[src/rtl/pipeline_debug_ctrl.sv]
// pipeline_debug_ctrl: byte-stream debug controller for the MIPS pipeline core.
// Loads program words, runs or single-steps the core, and dumps PC, registers
// and data memory back to the host over a byte link.
//
// Handshake: a byte moves on any rising edge where its valid and ready are both
// high. The receiver may hold ready low. The sender keeps data stable and valid
// high until that transfer edge.
module pipeline_debug_ctrl #(
    parameter int                DATA_W    = 32,
    parameter int                ADDR_W    = 5,
    parameter int                REG_N     = 32,
    parameter int                MEM_N     = 32,
    parameter logic [DATA_W-1:0] HALT_WORD = DATA_W'(32'h0000_003F)
) (
    input  logic              i_clk,
    input  logic              i_reset,
    input  logic [7:0]        i_rx_data,
    input  logic              i_rx_valid,
    output logic              o_rx_ready,
    output logic [7:0]        o_tx_data,
    output logic              o_tx_valid,
    input  logic              i_tx_ready,
    output logic              o_write,
    output logic [DATA_W-1:0] o_instruction,
    output logic              o_enable,
    output logic [ADDR_W-1:0] o_debug_addr,
    input  logic [DATA_W-1:0] i_pc,
    input  logic [DATA_W-1:0] i_reg,
    input  logic [DATA_W-1:0] i_mem,
    input  logic              i_halt,
    output logic              o_halted,
    output logic              o_cmd_err,
    output logic [2:0]        o_dbg_state
);

    localparam int BYTES  = DATA_W / 8;
    localparam int BC_W   = (BYTES > 1) ? $clog2(BYTES) : 1;
    localparam int DUMP_N = 1 + REG_N + MEM_N;
    localparam int IDX_W  = $clog2(DUMP_N);

    localparam logic [BC_W-1:0]  BC_LAST  = BC_W'(BYTES - 1);
    localparam logic [IDX_W-1:0] IDX_LAST = IDX_W'(DUMP_N - 1);

    localparam logic [7:0] CMD_LOAD = 8'h4C;
    localparam logic [7:0] CMD_RUN  = 8'h52;
    localparam logic [7:0] CMD_STEP = 8'h53;
    localparam logic [7:0] CMD_DUMP = 8'h44;

    typedef enum logic [2:0] {
        S_IDLE   = 3'd0,
        S_LOAD   = 3'd1,
        S_LWRITE = 3'd2,
        S_RUN    = 3'd3,
        S_STEP   = 3'd4,
        S_DSEL   = 3'd5,
        S_DWAIT  = 3'd6,
        S_DSEND  = 3'd7
    } state_t;

    state_t            state_q, state_d;
    logic [BC_W-1:0]   byte_cnt_q, byte_cnt_d;
    logic [DATA_W-1:0] word_q, word_d;
    logic [DATA_W-1:0] instr_q, instr_d;
    logic              write_q, write_d;
    logic              enable_q, enable_d;
    logic              halted_q, halted_d;
    logic              cmd_err_q, cmd_err_d;
    logic [IDX_W-1:0]  idx_q, idx_d;
    logic [ADDR_W-1:0] addr_q, addr_d;
    logic [DATA_W-1:0] shift_q, shift_d;
    logic [7:0]        tx_data_q, tx_data_d;
    logic              tx_valid_q, tx_valid_d;

    logic              rx_fire;
    logic              tx_fire;
    logic [DATA_W-1:0] word_nxt;
    logic [DATA_W-1:0] shift_nxt;
    logic [DATA_W-1:0] dump_word;
    logic [IDX_W-1:0]  idx_inc;

    // Debug address for dump index k: 0 for PC, then register and memory offsets.
    function automatic logic [ADDR_W-1:0] addr_of(input logic [IDX_W-1:0] k);
        logic [IDX_W-1:0] off;
        if (k == '0) begin
            off = '0;
        end else if (k <= IDX_W'(REG_N)) begin
            off = k - IDX_W'(1);
        end else begin
            off = k - IDX_W'(REG_N + 1);
        end
        return ADDR_W'(off);
    endfunction

    // Ready only where a byte is consumed; held low while reset is asserted.
    assign o_rx_ready = ~i_reset & ((state_q == S_IDLE) | (state_q == S_LOAD));
    assign rx_fire    = i_rx_valid & o_rx_ready;
    assign tx_fire    = tx_valid_q & i_tx_ready;

    // Next-state and datapath logic for the whole controller.
    always_comb begin
        state_d    = state_q;
        byte_cnt_d = byte_cnt_q;
        word_d     = word_q;
        instr_d    = instr_q;
        write_d    = 1'b0;
        enable_d   = 1'b0;
        halted_d   = halted_q;
        cmd_err_d  = 1'b0;
        idx_d      = idx_q;
        addr_d     = addr_q;
        shift_d    = shift_q;
        tx_data_d  = tx_data_q;
        tx_valid_d = tx_valid_q;

        word_nxt  = (word_q >> 8) | (DATA_W'(i_rx_data) << (DATA_W - 8));
        shift_nxt = shift_q >> 8;
        idx_inc   = idx_q + IDX_W'(1);
        if (idx_q == '0) begin
            dump_word = i_pc;
        end else if (idx_q <= IDX_W'(REG_N)) begin
            dump_word = i_reg;
        end else begin
            dump_word = i_mem;
        end

        case (state_q)
            S_IDLE: begin
                if (rx_fire) begin
                    case (i_rx_data)
                        CMD_LOAD: begin
                            state_d    = S_LOAD;
                            halted_d   = 1'b0;
                            byte_cnt_d = '0;
                        end
                        CMD_RUN: begin
                            state_d  = S_RUN;
                            enable_d = ~halted_q;
                        end
                        CMD_STEP: begin
                            state_d  = S_STEP;
                            enable_d = 1'b1;
                        end
                        CMD_DUMP: begin
                            state_d = S_DSEL;
                            idx_d   = '0;
                            addr_d  = addr_of('0);
                        end
                        default: cmd_err_d = 1'b1;
                    endcase
                end
            end
            S_LOAD: begin
                if (rx_fire) begin
                    word_d = word_nxt;
                    if (byte_cnt_q == BC_LAST) begin
                        byte_cnt_d = '0;
                        state_d    = S_LWRITE;
                        write_d    = 1'b1;
                        instr_d    = word_nxt;
                    end else begin
                        byte_cnt_d = byte_cnt_q + BC_W'(1);
                    end
                end
            end
            S_LWRITE: begin
                state_d = (instr_q == HALT_WORD) ? S_IDLE : S_LOAD;
            end
            S_RUN: begin
                // The core already sees the halt-asserted edge; drop enable after it.
                if (halted_q) begin
                    state_d = S_IDLE;
                end else if (i_halt) begin
                    halted_d = 1'b1;
                    state_d  = S_IDLE;
                end else begin
                    enable_d = 1'b1;
                end
            end
            S_STEP: begin
                state_d = S_IDLE;
                if (i_halt) begin
                    halted_d = 1'b1;
                end
            end
            S_DSEL: begin
                state_d = S_DWAIT;
            end
            S_DWAIT: begin
                shift_d    = dump_word;
                tx_data_d  = dump_word[7:0];
                tx_valid_d = 1'b1;
                byte_cnt_d = '0;
                state_d    = S_DSEND;
            end
            S_DSEND: begin
                if (tx_fire) begin
                    if (byte_cnt_q == BC_LAST) begin
                        tx_valid_d = 1'b0;
                        byte_cnt_d = '0;
                        if (idx_q == IDX_LAST) begin
                            idx_d   = '0;
                            state_d = S_IDLE;
                        end else begin
                            idx_d   = idx_inc;
                            addr_d  = addr_of(idx_inc);
                            state_d = S_DSEL;
                        end
                    end else begin
                        shift_d    = shift_nxt;
                        tx_data_d  = shift_nxt[7:0];
                        byte_cnt_d = byte_cnt_q + BC_W'(1);
                    end
                end
            end
            default: state_d = S_IDLE;
        endcase
    end

    // State and registered outputs; reset aborts any operation in progress.
    always_ff @(posedge i_clk) begin
        if (i_reset) begin
            state_q    <= S_IDLE;
            byte_cnt_q <= '0;
            word_q     <= '0;
            instr_q    <= '0;
            write_q    <= 1'b0;
            enable_q   <= 1'b0;
            halted_q   <= 1'b0;
            cmd_err_q  <= 1'b0;
            idx_q      <= '0;
            addr_q     <= '0;
            shift_q    <= '0;
            tx_data_q  <= '0;
            tx_valid_q <= 1'b0;
        end else begin
            state_q    <= state_d;
            byte_cnt_q <= byte_cnt_d;
            word_q     <= word_d;
            instr_q    <= instr_d;
            write_q    <= write_d;
            enable_q   <= enable_d;
            halted_q   <= halted_d;
            cmd_err_q  <= cmd_err_d;
            idx_q      <= idx_d;
            addr_q     <= addr_d;
            shift_q    <= shift_d;
            tx_data_q  <= tx_data_d;
            tx_valid_q <= tx_valid_d;
        end
    end

    assign o_tx_data     = tx_data_q;
    assign o_tx_valid    = tx_valid_q;
    assign o_write       = write_q;
    assign o_instruction = instr_q;
    assign o_enable      = enable_q;
    assign o_debug_addr  = addr_q;
    assign o_halted      = halted_q;
    assign o_cmd_err     = cmd_err_q;
    assign o_dbg_state   = state_q;

endmodule

[config.mk]
export PLATFORM = sky130hd
export DESIGN_NAME = pipeline_debug_ctrl
export DESIGN_NICKNAME = d
export VERILOG_FILES = /design/src/rtl/pipeline_debug_ctrl.sv
export SDC_FILE = /design/constraint.sdc
export NUM_CORES = 1
export LEC_CHECK = 0
export ABC_CLOCK_PERIOD_IN_PS = 2700
export BUFFER_PORTS_ARGS = -buffer_cell sky130_fd_sc_hd__buf_2
export CORE_MARGIN = 1
export CORE_UTILIZATION = 52
export DETAILED_ROUTE_END_ITERATION = 12
export PLACE_DENSITY = 0.83
export SYNTH_ARGS = -nofsm -noshare
export SYNTH_HDL_FRONTEND = slang
export SYNTH_SLANG_ARGS = --single-unit
export TNS_END_PERCENT = 20
[constraint.sdc]
create_clock -name i_clk -period 2.7 [get_ports i_clk]
set_input_delay 0.81 -clock i_clk [delete_from_list [all_inputs] [get_ports i_clk]]
set_output_delay 0.81 -clock i_clk [all_outputs]
set_load 0.05 [all_outputs]
==> results by stage, run 1 <==
Floorplanning:
- The floorplan step defined a die boundary enclosing 10600 sq um.
- In this run the core area contains 36 standard-cell rows.
- The y dimension of the die is 103.0 microns.
- Pin placement for this block handled 163 I/O pins.
- The floorplan step set the die width to 103.0 microns.
- The core area is 9819 sq um.
- Once the floorplan was initialized, standard cells occupied 53.98% of the core.

Synth:
- The number of flops mapped to enable cells by yosys is 0.
- The Yosys step of the flow raised 0 warnings.
- The prevailing post-synth register cell is dfxtp_1.
- Each instance of the synthesized netlist takes up on average 7.922 sq um.
- The share of synthesized registers carrying an async set or reset is 0%.
- Synthesis produced a netlist with a net count of 782.
- After synthesis the netlist holds a flip-flop and latch count of 110.
- The largest family of logic cells by synthesized area is compound AO/OA/AOI/OAI gates.
- Counting distinct cell types in the post-synthesis netlist gives 55.
- Summing the areas of all xor and xnor instances in the mapped netlist gives 0.6610% of the synthesized area.
- Summing the sequential cell areas from Yosys gives 41.55% of the chip area.
- The fraction of synthesized area in multiplexers is 2.455%.
- The number of standard cells after synthesis is 669.
- The netlist area before placement is 5300 sq um.
- Summing the areas of all and, or, nand and nor instances in the mapped netlist gives 21.74% of the synthesized area.
- The adder and majority gate portion of the synthesized area is 0.9443%.
- The synthesized netlist devotes 25.94% of its cell area to compound gates.

Layout:
- Counting the fill cells in the layout gives 864.
- The post-route netlist has 25.71% of its cells at a drive strength greater than 1.
- The repair_antennas step left the layout with diodes totalling 0.
- The final layout contains 913 nets.
- For this run, the number of standard cells in the final layout without fillers is 938.
- From synthesis to final layout, the design area changed by 20.18%.
- The most common cell after layout, fill and taps aside is buf_2.
- Cells fill 64.87% of the core in the end.
- The top cell types in the final layout, fill and taps aside, are buf_2, nand2_1, dfxtp_1, a21oi_1, o21ai_0.

Placement:
- Once detailed placement completed, the half-perimeter wirelength came to 10450 microns.
- Input and output buffers added on the ports amount to 162.
- The placer's final routability congestion estimate is 0.8974.
- Once placement completed, the tool counted placed cells totaling 922.

Drt:
- For this block, the initial DRC count from the detailed router was 487.
- The post-route DRC violation count is 0.
- The remaining antenna violation count after routing is 0.
- The average wire per cell in the routed design is 15.51 microns.
- The top routing layer in use is met4.
- Summed over all layers, the routed wires come to 14550 microns.
- After detailed routing, the wire length on met1 is 6340 microns.
- After detailed routing, the number of vias per cell comes to 5.749.
- The total length of routed met2 wires is 6967 microns.
- The sum of met3 wire segment lengths after detailed routing is 987 microns.
- The first TritonRoute pass finished after 7 iterations.
- The via total after detailed routing is 5393.

Power:
- After layout, the design draws a total of 2861 uW.
- Of the total power, the share spent switching nets is 24.08%.
- The clock network is responsible for 36.5% of the overall power.
- In this run, the combinational gates consume 6.8% of the power.
- The power per cell area is 449.2 nW/um^2.
- The worst supply voltage drop on vdd is 0.0003515 V.
- The static leakage is 0.002668 uW.
- The internal power is 2172 uW.
- Of the total power, registers draw 56.7%.
- In this run the power spent charging and discharging nets is 689.0 uW.

Worst setup path:
- The length in cells of the worst reg-to-reg path is 8.
- The data arrival time at the worst-slack endpoint is 2.65 ns.
- For flop-to-flop paths, the worst setup slack is 0.29 ns.
- The largest driver fanout on the critical path is 40.
- Walking the worst path, the cells encountered are inv_1, ha_1, or4b_4, or3_1, buf_4, o221a_1, o21ai_1, a31oi_1.
- The classification of the worst setup path is reg -> reg.
- The startpoint identified for the worst register-to-register timing path is idx_q[1].
- The worst setup path is captured at a flip-flop.
- The kind of launch point of the worst setup path is a flip-flop.
- In this run the critical register-to-register path is captured at shift_q[10].
- The critical path's largest stage delay is 0.50 ns.
- The slowest stage of the critical path is the or4b_4 cell.
- The worst endpoint required time is 2.94 ns.

Timing:
- The final number of max-transition violations is 0.
- The highest clock frequency the design can meet is 414.5 MHz.
- Setup violations remaining at the end of the flow were counted as 0.
- The final critical path takes up 89.36% of the cycle.
- The final hold violation count was 0.
- The headroom to the max-slew limit is 65.81%.
- On the final layout, the worst clock skew is 0.01500 ns.
- At the pin with the least slew margin, the transition time is 0.5110 ns.
- Setup repair after global routing left no endpoint under its margin.
- The time the final worst path needs with I/O delays and setup is 2.413 ns.

CTS:
- The H-tree was split into 3 levels.
- The total of hold buffers inserted after clock tree synthesis is 0.
- Counting along the longest clock path gives a buffer depth of 2.
- TritonCTS built the clock tree.
- Post-CTS repair changed the size of 0 cells.
- After clock tree synthesis, the clock-pin slew on the worst setup and hold paths is 0.10 ns.
- The clock latency on the worst-skew pair is 0.37 ns.
- Once the clock tree was built, the setup fixing pass inserted 0 buffers.
- The root cell of the clock tree is clkbuf_8.
- The clock net in this run drives a total of 110 sinks.
- The total clock buffers created by CTS is 9.

GRT:
- The number of global-route vias before repair is 4739.
- Entering global routing, the biggest net connects 52 pins.
- The overall routing resource usage is 27.17%.
- The first global-routing pass estimated 22650 microns of wire.
- The number of antenna violations at the first check in global routing was 0.
- The residual overflow from global routing is 0.

Worst hold path:
- The startpoint identified for the worst hold timing path is word_q[15].
- The hold-critical path endpoint is o_instruction[7].
- The min-delay analysis places its worst path in the category reg -> reg.
- The depth of the worst hold-timing path is 2.

Job:
- Max-cap violations in this run came to 0.

Outcome:
- The flow ran to the end, and the final reports show no timing, DRC or antenna violations.
## worst max-delay path, delay by kind of cell (launching register included)
kind,cells,cell delay [ns]
compound gates,3,0.50
simple gates,2,0.82
flops,1,0.43
buf+inv,2,0.37
fa+ha+maj,1,0.15
## synth_stat cells (all sizes together), types with 3 or more instances
library cell,n,area [sq um]
nor3,8,40.04
a21oi,67,339.1
nor4,9,68.81
and3,3,18.77
or4b,4,43.79
ha,4,50.05
a22o,12,105.1
nand2,146,548.0
or4,4,30.03
nand2b,3,18.77
a22oi,3,22.52
or3,6,37.54
clkbuf,38,142.6
buf,25,163.9
o21ai,55,275.3
mux2i,13,130.1
a31oi,26,162.7
dfxtp,110,2202
nand3,21,105.1
inv,13,48.80
a211oi,9,67.56
and2,3,18.77
nor3b,3,22.52
nand4,5,31.28
o221a,25,281.5
nor2,26,97.59
## logic make-up after synthesis
| kind of cell | count (synthesis) |
|---|---|
| flops | 110 |
| compound gates | 212 |
| fa+ha+maj | 4 |
| xor+xnor | 4 |
| mux | 13 |
| simple gates | 250 |
| buf+inv | 76 |
## per-layer routing
metal  vias to the layer above  global-route usage, %
met3                        26                  4.881
met5                         -                      0
met2                       226                  44.87
li1                       2655                      -
met1                      2486                  36.25
met4                         0                  8.126
## registers in the layout, indices dropped and copies added (netlist names)
register / count
byte_cnt_q: 2
idx_q: 7
o_cmd_err: 1
o_dbg_state: 3
o_debug_addr: 5
o_enable: 1
o_halted: 1
o_instruction: 32
o_tx_valid: 1
o_write: 1
shift_q: 32
word_q: 24
## power groups by stage
stage / registers, uW / clock network [uW] / logic [uW]
6_report: 1620 / 1040 / 194
5_1_grt: 1620 / 1130 / 211
4_1_cts: 1620 / 1070 / 192
3_5_place_dp: 1660 / 0 / 191
3_3_place_gp: 1660 / 0 / 186
2_1_floorplan: 1660 / 0 / 79.3
## how the worst max path moves through the flow
stage | startpoint | to | depth (start not counted)
final | idx_q[1] | shift_q[10] | 8
after global routing | idx_q[1] | shift_q[18] | 8
after CTS | idx_q[1] | shift_q[10] | 8
after detailed placement | i_rx_data[0] | o_debug_addr[4] | 6
after global placement | i_rx_data[0] | o_debug_addr[4] | 6
after floorplan | i_reset | o_rx_ready | 3
## area by class of cell
cell class / instances / area, sq um / area share [%]
Sequential cell: 110 / 2202 / 34.57
Timing Repair Buffer: 183 / 980.9 / 15.40
Inverter: 13 / 48.80 / 0.7661
Clock buffer: 9 / 123.9 / 1.945
Tap cell: 133 / 166.4 / 2.612
Clock inverter: 7 / 91.34 / 1.434
Multi-Input combinational cell: 483 / 2756 / 43.27
## per-stage QoR
step | hold slack (ns) | TNS [ns] | setup slack (ns) | cell area (sq um)
2_1_floorplan | 0.4316 | 0 | 0.06877 | 5305
3_3_place_gp | 0.4394 | 0 | 0.01702 | 6155
3_5_place_dp | 0.4447 | -0.001903 | -0.001903 | 6155
4_1_cts | 0.4607 | 0 | 0.2972 | 6370
5_1_grt | 0.4800 | 0 | 0.08755 | 6370
6_report | 0.4588 | 0 | 0.2872 | 6370
Note: power is estimated with default switching activity, not from simulation.
==> run 2: changes to the inputs <==
--- a/config.mk
+++ b/config.mk
@@ -10,7 +10,9 @@
 export CORE_MARGIN = 1
 export CORE_UTILIZATION = 52
 export DETAILED_ROUTE_END_ITERATION = 12
+export GPL_TIMING_DRIVEN = 0
 export PLACE_DENSITY = 0.83
+export RECOVER_POWER = 100
 export SYNTH_ARGS = -nofsm -noshare
 export SYNTH_HDL_FRONTEND = slang
 export SYNTH_SLANG_ARGS = --single-unit
==> results by stage, run 2 (synthesized netlist as in run 1, its figures left out) <==
Placement:
- Input and output buffers added on the ports amount to 162.
- At the end of routability-driven placement, the weighted congestion stood at 0.9000.
- The half-perimeter wire length of the detailed placement result is 12150 microns.
- The number of placed instances, taps included is 964.

Timing:
- The final hold slack is 0.4615 ns.
- The final count of negative-setup-slack endpoints is 0.
- The share of the clock period used by the worst path after layout is 95.54%.
- The worst pin sits at a relative slew slack of 58.15%.
- The clock period could shrink to 2.580 ns.
- Setup repair after global routing left no endpoint under its margin.
- Clock skew on the completed layout was measured at 0.006631 ns.
- The highest clock frequency the design can meet is 387.7 MHz.
- The final number of max-transition violations was 0.
- The final hold violation count was 0.
- At the pin with the least slew margin, the transition time is 0.6225 ns.

Floorplanning:
- The die is 103.0 microns wide.
- For this configuration, the core starts out at a cell density of 53.98%.
- The total die area is 10600 sq um.
- The core region is 9819 sq um.
- 163 I/O pins were placed.
- The total number of placement rows is 36.
- The y dimension of the die is 103.0 microns.

GRT:
- The overall routing resource usage is 30.13%.
- The wire length of the first global-routing pass is 24870 microns.
- The number of global-route vias before repair is 5225.
- The total overflow left after global routing is 0.
- The number of antenna violations at the first check in global routing is 0.
- Entering global routing, the biggest net connects 19 pins.

Layout:
- The proportion of layout cells with a drive suffix above 1 is 25.33%.
- From synthesis to final layout, the design area changed by 22.43%.
- Counting the fill cells in the layout gives 874.
- Leaving out fill and tap cells, the most frequent cell in the layout is buf_2.
- The repair_antennas step left the layout with diodes totalling 0.
- The count of placed standard cells in the final layout, fillers left out is 978.
- The library cells used most frequently in the layout, excluding fill and tap cells, are buf_2, nand2_1, dfxtp_1, a21oi_1, o21ai_0.
- The final-stage net count is 954.

Worst setup path:
- The largest driver fanout on the critical path is 13.
- STA classifies the critical path endpoint as an output port.
- The cell seen most often among critical-path stages is clkbuf_2.
- The critical path's largest stage delay is 0.31 ns.
- The data arrival time at the worst-slack endpoint is 1.77 ns.
- The critical path goes through buf_2, clkbuf_2, nor3_2, clkbuf_2.
- The cell at the slowest stage of the critical path is clkbuf_2.
- The worst endpoint required time is 1.89 ns.
- The classification of the worst setup path is in -> out.
- The worst setup path is launched from an input port.

Outcome:
- The flow ran to the end, and the final reports show no timing, DRC or antenna violations.

Drt:
- The number of optimization iterations in the first detailed-route pass is 5.
- The average wire per cell in the routed design is 16.16 microns.
- Summed over all layers, the routed wires come to 15810 microns.
- The starting DRC count in detailed routing is 481.
- The via density per instance is 5.866.
- For this block, the via count after detailed routing is 5737.
- The remaining antenna violation count after routing is 0.
- For this run, design rule violations remaining after detail routing come to 0.

Power:
- The worst supply voltage drop on vdd is 0.0002753 V.
- The design draws 2816 uW.
- The static leakage is 0.002727 uW.
- Power spread over the standard cell area amounts to 434.1 nW/um^2.

CTS:
- The total of hold buffers inserted after clock tree synthesis is 0.
- CTS built an H-tree with a depth of 3.
- The maximum clock path buffer count is 2.
- The total clock buffers created by CTS is 9.
- The clock-pin transition on the worst setup and hold timing paths is 0.10 ns.
- The root cell of the clock tree is clkbuf_8.
- The later pin in the worst-skew pair is clocked with a latency of 0.37 ns.
- TritonCTS built the clock tree.
- The TritonCTS sink count is 110.

Job:
- Max-cap violations in this run came to 0.

Worst hold path:
- The path class of the tightest hold or removal check is reg -> reg.
==> run 2: changes by cell type in the layout (fill, tap and decap cells not counted), sizes merged <==
cell	change
clkinv	-1
clkbuf	+38
buf	+3
inv	-1
clkinvlp	+1
==> run 2: worst paths after layout <==
kind / start / endpoint / slack, ns / cells past startpoint
hold / removal: word_q[10] / o_instruction[2] / 0.46 / 2
setup / recovery: i_reset / o_rx_ready / 0.12 / 4
setup reg to reg: idx_q[0] / shift_q[27] / 0.14 / 9
hold reg to reg: word_q[10] / o_instruction[2] / 0.46 / 2
==> run 2: power breakdown <==
group / internal, uW / switching [uW]
logic: 96.5 / 102
registers: 1620 / 0.628
clock network: 432 / 563
total: 2150 / 665
==> run 2: metal layers <==
metal / global-route usage [%] / share of wire [%] / vias up
li1: - / - / 2736
met5: 0 / 0 / -
met4: 11.59 / 2.4 / 0
met3: 3.864 / 7.6 / 34
met1: 40.92 / 44 / 2699
met2: 48.82 / 46 / 268
==> run 2: repair_timing <==
action	CTS	global route
gates cloned	0	0
setup buffers	0	0
resized for setup	1	11
endpoints found under the setup margin	1	37
==> run 2: layout make-up <==
class                           instances  area (sq um)  area share, %
Multi-Input combinational cell        483          2756          42.48
Sequential cell                       110          2202          33.94
Timing Repair Buffer                  162         810.8          12.50
Buffer                                 62         309.0          4.763
Tap cell                              133         166.4          2.565
Clock buffer                            9         123.9          1.909
Clock inverter                          6         71.32          1.099
Inverter                               13         48.80         0.7520
==> run 2: critical path, delay by kind of cell <==
family | cells | cell delay, ns
buffers and inverters | 3 | 0.75
and+or+nand+nor | 1 | 0.20
==> run 2: metrics by stage <==
step                      setup WS [ns]  instance area (sq um)  setup TNS (ns)  utilization [%]
final                            0.1204                   6489               0            66.08
after global routing           0.005030                   6489               0            66.08
after CTS                       0.06393                   6475               0            65.94
after detailed placement        -0.2269                   6282         -0.4104            63.98
after global placement          -0.2214                   6282         -0.2674            63.98
after floorplan                 0.06877                   5305               0                -
==> run 3: changes to the inputs <==
--- a/config.mk
+++ b/config.mk
@@ -6,12 +6,12 @@
 export NUM_CORES = 1
 export LEC_CHECK = 0
 export ABC_CLOCK_PERIOD_IN_PS = 2700
-export BUFFER_PORTS_ARGS = -buffer_cell sky130_fd_sc_hd__buf_2
 export CORE_MARGIN = 1
-export CORE_UTILIZATION = 52
+export CORE_UTILIZATION = 60
 export DETAILED_ROUTE_END_ITERATION = 12
+export DONT_BUFFER_PORTS = 1
 export GPL_TIMING_DRIVEN = 0
-export PLACE_DENSITY = 0.83
+export PLACE_DENSITY = 0.78
 export RECOVER_POWER = 100
 export SYNTH_ARGS = -nofsm -noshare
 export SYNTH_HDL_FRONTEND = slang
==> results by stage, run 3 (synthesized netlist as in run 1, its figures left out) <==
Placement:
- At the end of routability-driven placement, the weighted congestion stood at 0.8956.
- Prior to clock tree synthesis, the placed netlist has a worst setup slack of -0.1792 ns.
- In this run the tool buffered the top-level ports with 0 buffer cells.
- Once placement completed, the tool counted placed cells totaling 774.
- The half-perimeter wire length of the detailed placement result is 10750 microns.

CTS:
- The maximum clock path buffer count is 2.
- The TritonCTS sink count is 110.
- TritonCTS created 9 clock buffers.
- TritonCTS built the clock tree.
- The H-tree was split into 3 levels.
- The root cell of the clock tree is clkbuf_8.
- Buffers inserted to repair hold after CTS numbered 0.
- Clock-pin slew was measured on the worst setup and hold paths at 0.12 ns.
- The clock latency on the worst-skew pair is 0.38 ns.

GRT:
- For this run the aggregate overflow at the end of global routing stands at 0.
- The number of antenna violations at the first check in global routing was 0.
- The first global-routing pass estimated 22480 microns of wire.
- Entering global routing, the biggest net connects 22 pins.
- The overall routing resource usage is 31.52%.
- The number of global-route vias before repair is 4558.

Layout:
- 0 antenna diodes ended up in the layout.
- The number of inserted filler cells in the final layout is 736.
- The library cell used most frequently in the layout, excluding fill and tap cells, is nand2_1.
- Across the whole layout, storage elements account for 2206 sq um.
- Summing all multi-input logic gate instances after layout gives 2785 sq um.
- In the final layout, the share of cells above drive strength 1 is 6.423%.
- The final-stage net count is 793.
- For this run, the number of standard cells in the final layout without fillers is 790.
- In the layout the commonest cells are nand2_1, dfxtp_1, a21oi_1, clkbuf_1, o21ai_0.
- From synthesis to final layout, the design area changed by 6.634%.

Floorplanning:
- The core area is 8382 sq um.
- The initial utilization of the core area, before any placement, comes to 63.23%.
- The total die area is 9213 sq um.
- The total number of placement rows is 33.
- The number of I/O pins is 163.
- The y dimension of the die is 95.99 microns.
- The die is 95.99 microns wide.

Timing:
- The time the final worst path needs with I/O delays and setup is 2.699 ns.
- The share of the clock period used by the worst path after layout is 99.97%.
- The final count of negative-setup-slack endpoints is 0.
- The final number of max-transition violations is 0.
- Measured against its own limit, the worst slew margin works out to 58.24%.
- The largest clock skew in the final design is 0.01218 ns.
- Across all hold checks on the routed design, the worst slack comes to 0.4644 ns.
- Setup repair after global routing could not meet its margin everywhere.
- The final hold violation count is 0.
- Across all setup checks in the final design, the least slack found is 0.0009213 ns.
- The highest clock frequency the design can meet is 370.5 MHz.
- The actual slew at the worst max-slew pin is 0.6255 ns.

Worst hold path:
- The worst hold path passes through 2 cells.
- The classification of the worst-slack hold path is reg -> reg.

Worst setup path:
- Data arrives at the worst endpoint at 1.89 ns.
- The timing endpoint of the critical path is o_rx_ready.
- The worst setup path is of the in -> out kind.
- The length in cells of the worst reg-to-reg path is 10.
- The worst endpoint required time is 1.89 ns.
- The cell at the slowest stage of the critical path is nor3_4.
- Along the worst path, the maximum fanout reaches 10.
- The cell seen most often among critical-path stages is clkbuf_1.
- The worst setup path is captured at an output port.
- The start point of the critical path is i_reset.
- The kind of launch point of the worst setup path is an input port.
- The startpoint identified for the worst register-to-register timing path is idx_q[1].
- In this run the critical register-to-register path is captured at shift_q[19].
- The critical path's largest stage delay is 0.51 ns.
- Across all register-to-register paths, the minimum setup slack is 0.06 ns.
- The signal on the critical path passes through clkbuf_1, clkbuf_1, nor3_4.

Job:
- The number of max-cap violations is 0.

Drt:
- The via total after detailed routing is 5057.
- The overall routed net length is 14310 microns.
- In the final routed layout, each cell accounts on average for 18.11 microns.
- The via density per instance is 6.401.
- Once detail routing completed, the nets flagged for antenna violations numbered 0.
- For this run, design rule violations remaining after detail routing come to 0.
- The starting DRC count in detailed routing is 319.
- The number of optimization iterations in the first detailed-route pass is 5.

Power:
- The worst supply voltage drop on vdd is 0.0003319 V.
- The power per cell area is 481.3 nW/um^2.
- For this design the static power due to leakage is 0.001968 uW.

Outcome:
- The flow ran to the end, and the final reports show no timing, DRC or antenna violations.
-- run 3: changes by cell type in the layout (fill, tap and decap cells not counted), sizes merged --
cell	change
clkinvlp	-2
inv	+2
clkbuf	+13
buf	-174
bufinv	-1
clkinv	+2
-- run 3: report_power, final --
group / internal (uW) / switching, uW / total [uW]
Clock: 370 / 621 / 991
Sequential: 1620 / 4.33 / 1630
Combinational: 42.7 / 59.8 / 102
-- run 3: routing by layer --
layer	part of all wire (%)	GRT usage, %	up-vias
met5	0	0	-
met2	45	50.41	248
met3	9.6	5.371	21
li1	-	-	2422
met1	43	43.64	2366
met4	1.7	8.831	0
-- run 3: cell type report --
cell class / instances / share of cell area (%)
Clock buffer: 9 / 2.192
Buffer: 63 / 4.915
Inverter: 13 / 0.8634
Clock inverter: 7 / 1.395
Multi-Input combinational cell: 483 / 49.28
Sequential cell: 110 / 39.03
Tap cell: 105 / 2.325
-- run 3: worst min-delay path by stage --
| stage | start | slack (ns) | endpoint |
|---|---|---|---|
| after floorplan | word_q[19] | 0.43 | o_instruction[11] |
| after global placement | word_q[8] | 0.44 | o_instruction[0] |
| after detailed placement | word_q[11] | 0.45 | word_q[11] |
| after CTS | word_q[11] | 0.47 | word_q[11] |
| after global routing | word_q[10] | 0.48 | word_q[10] |
| final | word_q[10] | 0.46 | o_instruction[2] |
-- run 3: worst max-delay path, delay by kind of cell --
kind          cells  cell delay [ns]
buf+inv           2             0.56
simple gates      1             0.51
-- run 3: stage by stage --
stage | TNS, ns | total power [uW] | cell area (sq um) | util [%]
CTS | 0 | 2726 | 5657 | 67.49
floorplan | 0 | 1743 | 5305 | -
global placement | -0.1721 | 1762 | 5436 | 64.86
global route | -1.557 | 2804 | 5652 | 67.43
finish | 0 | 2720 | 5652 | 67.43
detailed placement | -0.1866 | 1764 | 5436 | 64.86
-- run 3: repair_timing --
item | 4_1_cts | 5_1_grt
resized for setup | 5 | 6
pin swaps | 1 | 1
setup endpoints to repair | 14 | 74
buffers inserted | 0 | 0
